### config.mk
export PLATFORM = sky130hd
export DESIGN_NAME = spi_cmd_decoder_flat
export DESIGN_NICKNAME = d
export VERILOG_FILES = /design/src/rtl/spi_cmd_decoder_if.sv /design/src/rtl/spi_cmd_decoder.sv /design/src/flat_wrapper.sv
export SDC_FILE = /design/constraint.sdc
export NUM_CORES = 1
export LEC_CHECK = 0
export CAP_MARGIN = 10
export CORE_MARGIN = 5
export CORE_UTILIZATION = 52
export DETAILED_ROUTE_END_ITERATION = 6
export DONT_BUFFER_PORTS = 1
export GPL_TIMING_DRIVEN = 0
export PLACE_DENSITY = 0.67
export SYNTH_ARGS = -nofsm -noshare
export SYNTH_HDL_FRONTEND = slang
export SYNTH_SLANG_ARGS = --single-unit
### constraint.sdc
create_clock -name CLK -period 3.2 [get_ports CLK]
set_input_delay 0.64 -clock CLK [delete_from_list [all_inputs] [get_ports CLK]]
set_output_delay 0.64 -clock CLK [all_outputs]
set_load 0.01 [all_outputs]
### src/rtl/spi_cmd_decoder_if.sv
// spi_cmd_decoder_if: byte-path and register-bank signals between the SPI
// slave front end / register bank (master side) and the frame decoder (slave side).
interface spi_cmd_decoder_if #(
  parameter int ADDR_W = 4
);
  logic              _CS;
  logic              ByteReady;
  logic [7:0]        RxByte;
  logic [7:0]        RegRdData;
  logic              RegWrEn;
  logic [ADDR_W-1:0] RegAddr;
  logic [7:0]        RegWrData;
  logic              TxLoad;
  logic [7:0]        TxByte;
  logic              Busy;
  logic              FrameError;

  modport master (
    output _CS, ByteReady, RxByte, RegRdData,
    input  RegWrEn, RegAddr, RegWrData, TxLoad, TxByte, Busy, FrameError
  );

  modport slave (
    input  _CS, ByteReady, RxByte, RegRdData,
    output RegWrEn, RegAddr, RegWrData, TxLoad, TxByte, Busy, FrameError
  );
endinterface

### src/rtl/spi_cmd_decoder.sv
// spi_cmd_decoder: brings SPI bytes into the CLK domain and decodes frames
// (command byte + data bytes) into auto-incrementing register bank writes.
// Optional read-back path enabled by defining SPI_READBACK_EN.
module spi_cmd_decoder #(
  parameter int NUM_REGS    = 16,
  parameter int ADDR_W      = 4,
  parameter int SYNC_STAGES = 2
) (
  input  logic             CLK,
  input  logic             _RST,
  spi_cmd_decoder_if.slave bus
);

  typedef enum logic [2:0] {IDLE, CMD, WRITE, READ, DISCARD} state_t;

  localparam logic [7:0]        NUM_REGS_B = 8'(NUM_REGS);
  localparam logic [ADDR_W-1:0] LAST_ADDR  = ADDR_W'(NUM_REGS - 1);

  state_t                 state;
  logic [SYNC_STAGES-1:0] cs_sync;
  logic [SYNC_STAGES-1:0] br_sync;
  logic                   br_prev;
  logic                   cs_s;
  logic                   byte_ev;
  logic [7:0]             cmd_addr;
  logic                   addr_bad;
  logic [ADDR_W-1:0]      start_addr;
  logic [ADDR_W-1:0]      reg_addr;
  logic [ADDR_W-1:0]      addr_next;
  logic                   wr_en;
  logic [7:0]             wr_data;
  logic                   busy;
  logic                   frame_err;
`ifdef SPI_READBACK_EN
  logic                   tx_pend;
  logic                   tx_load;
  logic [7:0]             tx_byte;
`endif

  // Input synchronizers (idle values: _CS high, ByteReady low) and byte-edge history
  always_ff @(posedge CLK or negedge _RST) begin
    if (!_RST) begin
      cs_sync <= '1;
      br_sync <= '0;
      br_prev <= 1'b0;
    end else begin
      cs_sync <= {cs_sync[SYNC_STAGES-2:0], bus._CS};
      br_sync <= {br_sync[SYNC_STAGES-2:0], bus.ByteReady};
      br_prev <= br_sync[SYNC_STAGES-1];
    end
  end

  assign cs_s       = cs_sync[SYNC_STAGES-1];
  assign byte_ev    = br_sync[SYNC_STAGES-1] & ~br_prev;
  assign cmd_addr   = {1'b0, bus.RxByte[6:0]};
  assign addr_bad   = cmd_addr >= NUM_REGS_B;
  assign start_addr = ADDR_W'(cmd_addr);
  assign addr_next  = (reg_addr == LAST_ADDR) ? '0 : reg_addr + 1'b1;

  // Frame decoder FSM with registered strobes and data outputs
  always_ff @(posedge CLK or negedge _RST) begin
    if (!_RST) begin
      state     <= IDLE;
      reg_addr  <= '0;
      wr_en     <= 1'b0;
      wr_data   <= '0;
      busy      <= 1'b0;
      frame_err <= 1'b0;
`ifdef SPI_READBACK_EN
      tx_pend   <= 1'b0;
      tx_load   <= 1'b0;
      tx_byte   <= '0;
`endif
    end else begin
      wr_en <= 1'b0;
      busy  <= ~cs_s;
`ifdef SPI_READBACK_EN
      tx_load <= 1'b0;
`endif
      // address post-increments in the cycle after each write strobe
      if (wr_en)
        reg_addr <= addr_next;
      if (cs_s) begin
        // deselect wins over a coincident byte event; the byte is dropped
        state <= IDLE;
`ifdef SPI_READBACK_EN
        tx_pend <= 1'b0;
`endif
      end else begin
        case (state)
          IDLE: begin
            state     <= CMD;
            frame_err <= 1'b0;
          end
          CMD: begin
            if (byte_ev) begin
              if (addr_bad) begin
                state     <= DISCARD;
                frame_err <= 1'b1;
              end else if (!bus.RxByte[7]) begin
                state    <= WRITE;
                reg_addr <= start_addr;
              end else begin
`ifdef SPI_READBACK_EN
                state    <= READ;
                reg_addr <= start_addr;
                tx_pend  <= 1'b1;
`else
                state     <= DISCARD;
                frame_err <= 1'b1;
`endif
              end
            end
          end
          WRITE: begin
            if (byte_ev) begin
              wr_en   <= 1'b1;
              wr_data <= bus.RxByte;
            end
          end
`ifdef SPI_READBACK_EN
          READ: begin
            // RegRdData follows RegAddr, so the load happens one cycle after the address settles
            if (tx_pend) begin
              tx_load <= 1'b1;
              tx_byte <= bus.RegRdData;
              tx_pend <= 1'b0;
            end
            if (byte_ev) begin
              reg_addr <= addr_next;
              tx_pend  <= 1'b1;
            end
          end
`endif
          default: ;
        endcase
      end
    end
  end

  assign bus.RegWrEn    = wr_en;
  assign bus.RegAddr    = reg_addr;
  assign bus.RegWrData  = wr_data;
  assign bus.Busy       = busy;
  assign bus.FrameError = frame_err;

`ifdef SPI_READBACK_EN
  assign bus.TxLoad = tx_load;
  assign bus.TxByte = tx_byte;
`else
  logic unused_rd_data;
  assign unused_rd_data = ^bus.RegRdData;
  assign bus.TxLoad     = 1'b0;
  assign bus.TxByte     = '0;
`endif

endmodule

### src/flat_wrapper.sv
// flat-port wrapper written by rule: the top's interface ports become plain ports
module spi_cmd_decoder_flat 
#(
  parameter int NUM_REGS    = 16,
  parameter int ADDR_W      = 4,
  parameter int SYNC_STAGES = 2
)
  (CLK, _RST, bus__CS, bus_ByteReady, bus_RxByte, bus_RegRdData, bus_RegWrEn, bus_RegAddr, bus_RegWrData, bus_TxLoad, bus_TxByte, bus_Busy, bus_FrameError);
  spi_cmd_decoder_if #(.ADDR_W(ADDR_W)) bus_i ();
  input  logic CLK;
  input  logic _RST;
  input wire logic [$bits(bus_i._CS)-1:0] bus__CS;
  input wire logic [$bits(bus_i.ByteReady)-1:0] bus_ByteReady;
  input wire logic [$bits(bus_i.RxByte)-1:0] bus_RxByte;
  input wire logic [$bits(bus_i.RegRdData)-1:0] bus_RegRdData;
  output wire logic [$bits(bus_i.RegWrEn)-1:0] bus_RegWrEn;
  output wire logic [$bits(bus_i.RegAddr)-1:0] bus_RegAddr;
  output wire logic [$bits(bus_i.RegWrData)-1:0] bus_RegWrData;
  output wire logic [$bits(bus_i.TxLoad)-1:0] bus_TxLoad;
  output wire logic [$bits(bus_i.TxByte)-1:0] bus_TxByte;
  output wire logic [$bits(bus_i.Busy)-1:0] bus_Busy;
  output wire logic [$bits(bus_i.FrameError)-1:0] bus_FrameError;
  assign bus_i._CS = bus__CS;
  assign bus_i.ByteReady = bus_ByteReady;
  assign bus_i.RxByte = bus_RxByte;
  assign bus_i.RegRdData = bus_RegRdData;
  assign bus_RegWrEn = bus_i.RegWrEn;
  assign bus_RegAddr = bus_i.RegAddr;
  assign bus_RegWrData = bus_i.RegWrData;
  assign bus_TxLoad = bus_i.TxLoad;
  assign bus_TxByte = bus_i.TxByte;
  assign bus_Busy = bus_i.Busy;
  assign bus_FrameError = bus_i.FrameError;
  spi_cmd_decoder #(.NUM_REGS(NUM_REGS), .ADDR_W(ADDR_W), .SYNC_STAGES(SYNC_STAGES)) u_core (.CLK(CLK), ._RST(_RST), .bus(bus_i));
endmodule
==> metrics.md, run 1 <==
| Metric | Value |
|---|---|
| Clk sinks | `23` |
| Net Sw Frac | `24.87%` |
| Worst r2r src | `u_core.state[1]` |
| Chip width | `between 50 and 60 um` |
| CP Max Fanout | `21` |
| Maximum clock insertion buffer count | `2` |
| Worst vdd ir | `0.3554 mV` |
| Cts bufs inserted | `3` |
| Routed vias/inst | `5.096` |
| Hold Slack | `about 170 ps` |
| Ys flop type | `dfrtp_1` |
| Nets | `112` |
| Die outline area | `2887 um2` |
| Startpoint types | `primary input` |
| Diode count | `0` |
| First-pass GRT wire length | `2.656 mm` |
| Max cap viols | `0` |
| Flop2flop setup slack | `1840 ps` |
| EDFF count, synth | `0` |
| Ports | `44` |
| Chip Height | `53.74 um` |
| Final slew viol count | `0` |
| Clock root buffer | `clkbuf_4` |
| Seq/Total Area, Yosys | `about three fifths` |
| CP arrival | `1790 ps` |
| Overflow after GRT | `0` |
| HP Class | `in2async` |
| Worst-Margin Slew | `928.0 ps` |
| Post-Route WL | `~1.6 mm` |
| Gate Count Post-Synth | `77` |
| CP max-delay cell | `dlygate4sd3_1` |
| Clk_skew | `approximately 11 ps` |
| Routed len/inst | `13.85 um` |
| Final worst-path cycle share | `46.24%` |
| Initial DRC count | `3` |
| HPWL Detailed | `about 1.3 mm` |
| Critical path class | `in2async` |
| Yosys warning total | `0` |
| Dpl cell area | `1056 um2` |
| Required @ worst endpoint | `~3500 ps` |
| Initial Util | `a little under three fifths` |
| Final hold vios | `0` |
| Unrepaired setup endpoints after global routing | `no` |
| Via Count | `586` |
| Internal power | `0.3801 mW` |
| Post-DRT Antenna Nets | `0` |
| R2r endpoint | `u_core.bus.RegWrData[6]` |
| Seq pwr share | `65.7%` |
| Finished Cell Area | `about 1100 um2` |
| Max frequency | `0.6758 GHz` |
| CP cell instances | `dlygate4sd3_1` |
| Critical path capture point type | `asynchronous set/reset pin` |
| Combinational Power Share | `9.3%` |
| Postcts setup bufs | `0` |
| Remaining DRCs | `0` |
| Post-Synthesis Cell Area | `994.7 um2` |
| Worst skew pair latency | `300 ps` |
| H-tree depth | `1` |
| Synthesis-stage register bit count | `23` |
| Final min period | `around 1500 ps` |
| Vias in the first global route | `slightly above 600` |
| Initial antenna violation count | `0` |
| Ys async rst share | `100.0%` |
| Max_slew headroom | `between 30% and 40%` |
| Clock power share | `between 20% and 30%` |
| Leakage Power | `0.4981 nW` |
| Buf/Inv on CP | `1` |
| Clock-pin slew on the worst setup and hold paths | `110 ps` |
| Rows | `15` |
| Worst Reg-to-Reg Cells | `3` |
| Syn avg cell area | `roughly 13 um2` |
| Setup violators final | `0` |
| Largest net degree at the start of global routing | `24` |
| Crit path max-delay family | `buffers and inverters` |
| TNS Setup | `0 ps` |
| NetSw | `~0.13 mW` |
| GP Congestion | `0.7778` |
| Library cells used by synthesis | `25` |
| Total track usage | `between 10% and 20%` |
| I/O Buffers | `0` |
| Synthesis-to-finish area growth | `9.937%` |
| TritonCTS clock tree | `built` |
| Share of layout cells above drive strength 1 | `28.89%` |
| Outcome | `complete, no violations` |
| Power Density | `462.7 nW/um2` |
| Total core area | `1764 um2` |
| Pre-antenna DRT Iters | `4` |
| CP max stage delay | `1150 ps` |
## routing by layer
metal,track usage (%),vias up,wire (um)
met4,6.383,0,28
met5,0,-,0
li1,-,270,-
met1,15.84,284,633
met2,19.76,28,719
met3,6.094,4,211
## worst max path at each step
stage / slack, ps / startpoint / cells after the start / endpoint
detailed placement: 1650 / bus_RxByte[5] / 4 / u_core.bus.RegAddr[3]
global route: 1540 / _RST / 1 / u_core.bus.FrameError
CTS: 1750 / u_core.bus.RegWrEn / 0 / bus_RegWrEn
global placement: 1660 / bus_RxByte[5] / 4 / u_core.bus.RegAddr[3]
floorplan: 1720 / bus_RxByte[5] / 4 / u_core.bus.FrameError
finish: 1720 / _RST / 1 / u_core.bus.FrameError
## Yosys cell counts (2+ instances only)
library cell	count	share of area, %
dfrtp_1	21	53
buf_4	9	6.8
nor2_1	8	3.0
mux2_2	7	7.9
a21oi_1	6	3.0
inv_1	3	1.1
nand2_1	3	1.1
dfstp_2	2	5.3
o21ai_0	2	1.0
## area by class of cell
cell class              count  area [um2]
plain buffers               9       67.56
clock buffers               3       22.52
clock inverters             1       5.005
fillers                   160       670.6
inverters                   3       11.26
multi-input cells          50       367.9
flip-flops and latches     23       578.1
well taps                  25       31.28
repair buffers              1       10.01
## metrics by stage
stage          instances  util (%)  power (mW)  setup slack [ps]
3_5_place_dp         110     59.86      0.3794              1652
3_3_place_gp         110     59.86      0.3774              1662
4_1_cts              114     61.42      0.5070              1746
5_1_grt              115     61.99      0.5388              1541
6_report             115     61.99      0.5060              1720
2_1_floorplan         85         -      0.3713              1720
## cell usage in the layout (no fill, tap or decap), types with 2 or more instances in the layout
| cell | count |
|---|---|
| dfrtp_1 | 21 |
| buf_4 | 9 |
| conb_1 | 9 |
| nor2_1 | 8 |
| mux2_2 | 7 |
| a21oi_1 | 6 |
| inv_1 | 3 |
| nand2_1 | 3 |
| clkbuf_4 | 3 |
| o21ai_0 | 2 |
| dfstp_2 | 2 |
## power by group through the flow
| stage | registers [mW] | logic, mW | clock network [mW] |
|---|---|---|---|
| 6_report | 0.332 | 0.0470 | 0.127 |
| 5_1_grt | 0.335 | 0.0542 | 0.149 |
| 4_1_cts | 0.333 | 0.0410 | 0.133 |
| 3_5_place_dp | 0.338 | 0.0410 | 0 |
| 3_3_place_gp | 0.337 | 0.0400 | 0 |
| 2_1_floorplan | 0.333 | 0.0381 | 0 |
## what timing repair did
| action | CTS | global route |
|---|---|---|
| hold endpoints to repair | 0 | 21 |
| gates resized for setup | 0 | 0 |
| hold buffers | 0 | 1 |
## sequential cells by signal, indices dropped and copies added, names as in the netlist
register / count
u_core.br_prev: 1
u_core.bus.FrameError: 1
u_core.cs_sync: 2
u_core.bus.RegWrEn: 1
u_core.state: 3
u_core.br_sync: 2
u_core.bus.Busy: 1
u_core.bus.RegWrData: 8
u_core.bus.RegAddr: 4
## logic make-up (layout without fill, tap and decap cells)
family	count (synthesis)	in the layout	share of synthesized area, %
adders and majority gates	1	1	1.258
and+or+nand+nor	18	18	13.96
other	1	9	0.3770
muxes	9	9	10.06
xor gates and xnor gates	2	2	1.761
buffers and inverters	12	17	7.924
DFF	23	23	58.11
AOI/OAI and AO/OA	11	11	6.542
Note: power is estimated with default switching activity, not from simulation.
==> run 2: changes to the inputs <==
- clock period: 3.2 -> 1.52 ns (I/O delays scaled with it)
==> run 2 against run 1 <==
  * Via count increased by 1.5%
  * Die area unchanged
  * Combinational power up 120%
  * Utilization is 1.1 points higher
  * Non-clock buffer count rose by 2
  * Sequential power up 110%
  * Power rose by 110%
  * Final area up 1.8%
  * Routed wire length is 2.1% higher
  * Critical path type is now reg2reg
==> metrics.md, run 2 (synthesis gave the netlist of run 1 again) <==
| Metric | Value |
|---|---|
| Most frequent cells in the layout | `dfrtp_1 (21), buf_4 (9), conb_1 (9)` |
| Vias in the first global route | `618 (-0.48%)` |
| HPWL Detailed | `1.273 mm (unchanged)` |
| Cts bufs inserted | `3 (unchanged)` |
| First-pass GRT wire length | `2.663 mm (+0.26%)` |
| Max_slew headroom | `34.60% (-3.3 points)` |
| Final hold vios | `0 (unchanged)` |
| Die outline area | `2887 um2 (unchanged)` |
| Final worst-path cycle share | `between 80% and 90%` |
| Initial antenna violation count | `0 (unchanged)` |
| Initial DRC count | `3 (unchanged)` |
| Setup violators final | `0 (unchanged)` |
| TritonCTS clock tree | `built` |
| Diode count | `0 (unchanged)` |
| Clk_skew | `8.598 ps (-1.983 ps)` |
| Seq pwr share | `65.3% (-0.4 points)` |
| Chip width | `53.74 um (unchanged)` |
| GP Congestion | `0.7778 (unchanged)` |
| Remaining DRCs | `0 (unchanged)` |
| Largest register FFs | `8 (unchanged)` |
| Critical path class | `reg2reg` |
| # hold bufs at CTS | `2 (+2)` |
| Outcome | `complete, no violations` |
| Pre-antenna DRT Iters | `4 (unchanged)` |
| Worst vdd ir | `0.7472 mV (+110%)` |
| Share of layout cells above drive strength 1 | `28.26% (-0.63 points)` |
| Clk sinks | `23 (unchanged)` |
| Worst skew pair latency | `300 ps (about the same)` |
| Leakage Power | `0.5064 nW (+1.7%)` |
| TNS Setup | `0 ps (unchanged)` |
| Routed vias/inst | `5.085 (-0.20%)` |
| Final min period | `1363 ps` |
| I/O Buffers | `0 (unchanged)` |
| Ports | `44 (unchanged)` |
| Via Count | `595 (+1.5%)` |
| Clock-pin slew on the worst setup and hold paths | `120 ps (about the same)` |
| Total core area | `1764 um2 (unchanged)` |
| CP cell instances | `and4bb_1 -> nand2_2 -> mux2_2` |
| CP max-delay cell | `dfrtp_1` |
| CP max stage delay | `460 ps (-690 ps)` |
| Filler instances | `158 (-1.3%)` |
| Final slew viol count | `0 (unchanged)` |
| Cts repair resizes | `0 (unchanged)` |
| Total track usage | `13.16% (unchanged)` |
| Total Power | `1.071 mW (+110%)` |
| Max frequency | `0.7339 GHz` |
| Hold depth | `1` |
| Power Density | `962.1 nW/um2 (+110%)` |
| Worst-Margin Slew | `977.8 ps (+49.78 ps)` |
| Unrepaired setup endpoints after global routing | `no` |
| Postcts setup bufs | `0 (unchanged)` |
| Crit path max-delay family | `flip-flops` |
| Clock root buffer | `clkbuf_4` |
| Footprint of the multi-input gates | `367.9 um2 (unchanged)` |
| Net Sw Frac | `24.98% (+0.12 points)` |
| HP Class | `in2reg` |
| Nets | `114 (+1.8%)` |
| Overflow after GRT | `0 (unchanged)` |
| CP Max Fanout | `9 (-57%)` |
| NetSw | `0.2677 mW (+110%)` |
| Buf/Inv on CP | `0 (-1)` |
| Synthesis-to-finish area growth | `11.95%` |
| Most common cell after layout, fill and taps aside | `dfrtp_1` |
| Critical path capture point type | `flip-flop` |
| Startpoint types | `flip-flop` |
| Internal power | `0.8037 mW (+110%)` |
| H-tree depth | `1 (unchanged)` |
| Chip Height | `53.74 um (unchanged)` |
| CP arrival | `1550 ps (-240 ps)` |
| Critical Path Stages | `3 (+2)` |
| Post-Route WL | `1.626 mm (+2.1%)` |
| Worst Reg-to-Reg Cells | `3 (unchanged)` |
| Post-DRT Antenna Nets | `0 (unchanged)` |
| Combinational Power Share | `9.7% (+0.4 points)` |
| Largest net degree at the start of global routing | `24 (unchanged)` |
| Max cap viols | `0 (unchanged)` |
| Required @ worst endpoint | `1710 ps (-1800 ps)` |
| Seq. cell area | `578.1 um2 (unchanged)` |
| Clock power share | `25.0% (about the same)` |
| Rows | `15 (unchanged)` |
| Initial Util | `56.38% (unchanged)` |
| Maximum clock insertion buffer count | `2 (unchanged)` |
| Routed len/inst | `13.90 um (+0.33%)` |
run 2: cell count changes in the layout (fill, tap and decap cells not counted), sizes merged:
cell	previous run	this run
dlygate4sd3	1	3
run 2: layer usage:
layer	track usage, %	part of all wire, %
met3	6.094	13
met1	15.84	38
met2	19.76	47
met5	0	0
met4	6.383	1.7
run 2: layout make-up:
class	instances	share of cell area, %
plain buffers	9	6.067
clock buffers	3	2.022
clock inverters	1	0.4494
inverters	3	1.011
multi-input cells	50	33.03
flip-flops and latches	23	51.91
well taps	25	2.809
repair buffers	3	2.697
run 2: path summary, 6_finish.rpt:
kind | slack [ps] | end | startpoint
max | 160 | u_core.bus.RegWrData[6] | u_core.state[1]
min | 120 | u_core.bus.RegAddr[3] | bus_RxByte[3]
max reg2reg | 160 | u_core.bus.RegWrData[6] | u_core.state[1]
min reg2reg | 360 | u_core.br_sync[1] | u_core.br_sync[0]
max in group asynchronous | 330 | u_core.br_prev | _RST
min in group asynchronous | 600 | u_core.bus.RegWrData[7] | _RST
run 2: metrics by stage:
step | setup WS (ps) | cell area (um2) | hold WS [ps] | instances | util [%]
3_3_place_gp | 191.7 | 1056 | 8.860 | 110 | 59.86
3_5_place_dp | 153.7 | 1056 | 8.841 | 110 | 59.86
5_1_grt | 18.65 | 1114 | 105.6 | 117 | 63.12
6_report | 157.4 | 1114 | 121.5 | 117 | 63.12
2_1_floorplan | 285.4 | 1025 | 8.409 | 85 | -
4_1_cts | 142.2 | 1104 | 11.82 | 116 | 62.55
run 2: power by group through the flow:
stage                     Sequential [mW]  Combinational (mW)  Clock (mW)
after floorplan                     0.701              0.0801           0
after global placement              0.710              0.0843           0
after detailed placement            0.713              0.0863           0
after CTS                           0.701               0.102       0.280
after global routing                0.706               0.119       0.314
final                               0.699               0.104       0.268
==> run 3: changes to the inputs <==
- clock period: 1.52 -> 1.26 ns (I/O delays scaled with it)
==> run 3 against run 2 <==
  * The flow now finishes with violations (setup timing)
  * Sequential share of layout area down 1.7 points
  * Power rose by 22%
  * Hold slack got worse by 51 ps
  * Clock skew down 1.0 ps
  * Combinational power is 32% higher
  * Count of clock-buffer cells in the layout unchanged
  * Maximum frequency grew 0.90%
==> metrics.md, run 3 (synthesis gave the netlist of run 1 again) <==
| Metric | Value |
|---|---|
| Unrepaired setup endpoints after global routing | `yes` |
| Post-Route WL | `1.701 mm (+4.6%)` |
| Diode count | `0 (unchanged)` |
| Violated checks | `setup timing` |
| Grt met3 use | `6.094% (unchanged)` |
| Required @ worst endpoint | `1460 ps (-250 ps)` |
| Most common cell after layout, fill and taps aside | `dfrtp_1` |
| Final min period | `1350 ps (-12.21 ps)` |
| Chip Height | `53.74 um (unchanged)` |
| HP Class | `in2reg` |
| CP arrival | `1550 ps (about the same)` |
| Maximum clock insertion buffer count | `2 (unchanged)` |
| Clock-pin slew on the worst setup and hold paths | `120 ps (about the same)` |
| Worst-Margin Slew | `968.0 ps (-9.836 ps)` |
| Share of layout cells above drive strength 1 | `35.11% (+6.8 points)` |
| Post-Place Setup Slack | `-106.4 ps (-260.0 ps)` |
| Vias in the first global route | `638 (+3.2%)` |
| Critical path capture point type | `flip-flop` |
| Total track usage | `13.98% (+0.82 points)` |
| Clk_skew | `7.592 ps (-1.005 ps)` |
| Final worst-path cycle share | `107.2% (+18 points)` |
| Via Count | `604 (+1.5%)` |
| Critical path class | `reg2reg` |
| Overflow after GRT | `0 (unchanged)` |
| Ports | `44 (unchanged)` |
| Post-DRT Antenna Nets | `0 (unchanged)` |
| Rows | `15 (unchanged)` |
| TritonCTS clock tree | `built` |
| Max frequency | `0.7405 GHz (+0.90%)` |
| H-tree depth | `1 (unchanged)` |
| GR Util met1 | `17.44% (+1.6 points)` |
| Leakage Power | `0.5451 nW (+7.6%)` |
| Cts bufs inserted | `3 (unchanged)` |
| Worst vdd ir | `0.8976 mV (+20%)` |
| Pre-antenna DRT Iters | `4 (unchanged)` |
| Routed len/inst | `14.29 um (+2.9%)` |
| Chip width | `53.74 um (unchanged)` |
| Synthesis-to-finish area growth | `16.10%` |
| Clk sinks | `23 (unchanged)` |
| Fin worst setup slack | `-90.41 ps (-247.8 ps)` |
| Met2 Use GR | `20.36% (+0.60 points)` |
| Final hold vios | `0 (unchanged)` |
| Nets | `116 (+1.8%)` |
| Gr busiest metal | `met2` |
| First-pass GRT wire length | `2.835 mm (+6.5%)` |
| Power Density | `1129 nW/um2 (+17%)` |
| Worst skew pair latency | `300 ps (about the same)` |
| Clock root buffer | `clkbuf_4` |
| Largest register FFs | `8 (unchanged)` |
| Hold Slack | `70.79 ps (-50.73 ps)` |
| Routed vias/inst | `5.076 (-0.19%)` |
| Most frequent cells in the layout | `dfrtp_1 (20), buf_4 (10), conb_1 (9)` |
| Largest net degree at the start of global routing | `24 (unchanged)` |
| Remaining DRCs | `0 (unchanged)` |
| Startpoint types | `flip-flop` |
| I/O Buffers | `0 (unchanged)` |
| Final slew viol count | `0 (unchanged)` |
| Total core area | `1764 um2 (unchanged)` |
| CP Max Fanout | `5 (-4)` |
| GP Congestion | `0.7778 (unchanged)` |
| HPWL Detailed | `1.273 mm (unchanged)` |
| Initial antenna violation count | `0 (unchanged)` |
| Max_slew headroom | `35.47% (+0.87 points)` |
| Die outline area | `2887 um2 (unchanged)` |
| Outcome | `finished, violations left` |
| Initial Util | `56.38% (unchanged)` |
| Initial DRC count | `5 (+2)` |
| Setup violators final | `14 (+14)` |
| Max cap viols | `0 (unchanged)` |
run 3: area by class of cell:
class | count | area [um2]
Fill cell | 152 | 609.3
Sequential cell | 23 | 579.3
Multi-Input combinational cell | 51 | 397.9
Buffer | 9 | 67.56
Timing Repair Buffer | 4 | 40.04
Tap cell | 25 | 31.28
Clock buffer | 3 | 22.52
Inverter | 3 | 11.26
Clock inverter | 1 | 5.005
run 3: power by group:
part | internal, mW | leakage, nW | switching, mW | total (mW)
logic | 0.0723 | 0.264 | 0.0647 | 0.137
registers | 0.785 | 0.263 | 0.0596 | 0.845
clock network | 0.118 | 0.0177 | 0.204 | 0.322
run 3: path summary, 6_finish.rpt:
kind / startpoint / to / slack, ps / cells past startpoint
setup reg to reg: u_core.br_prev / u_core.bus.RegWrData[4] / -90 / 3
max in group asynchronous: _RST / u_core.state[1] / 440 / 1
min in group asynchronous: _RST / u_core.bus.RegWrData[5] / 160 / 1
hold reg to reg: u_core.br_sync[0] / u_core.br_sync[1] / 360 / 0
setup / recovery: u_core.br_prev / u_core.bus.RegWrData[4] / -90 / 3
hold / removal: bus_RxByte[3] / u_core.bus.RegAddr[3] / 70 / 1
run 3: worst max-delay path: stages (launching register included):
cell,delay [ps]
dfrtp_1,440
and4bb_2,410
nand2_4,100
mux2_4,310
run 3: what timing repair did:
item	4_1_cts	5_1_grt
pin swaps	3	5
setup endpoints to repair	15	37
endpoints found under the hold margin	25	0
hold buffers	3	0
setup buffers	1	0
gates cloned	1	0
gates resized for setup	6	2
run 3: layer usage:
metal / wire length (um) / share of wire (%) / vias to the layer above
met3: 222 / 13 / 4
met4: 31 / 1.8 / 0
met2: 796 / 47 / 32
met5: 0 / 0 / -
met1: 650 / 38 / 288
li1: - / - / 280
run 3: through the flow:
step	instance area [um2]	TNS (ps)	total power, mW	util (%)	instances
finish	1155	-773.2	1.304	65.46	119
global route	1155	-1714	1.388	65.46	119
CTS	1147	-719.9	1.321	65.04	119
detailed placement	1056	-1154	0.9637	59.86	110
global placement	1056	-620.5	0.9584	59.86	110
floorplan	1025	0	0.9429	-	85
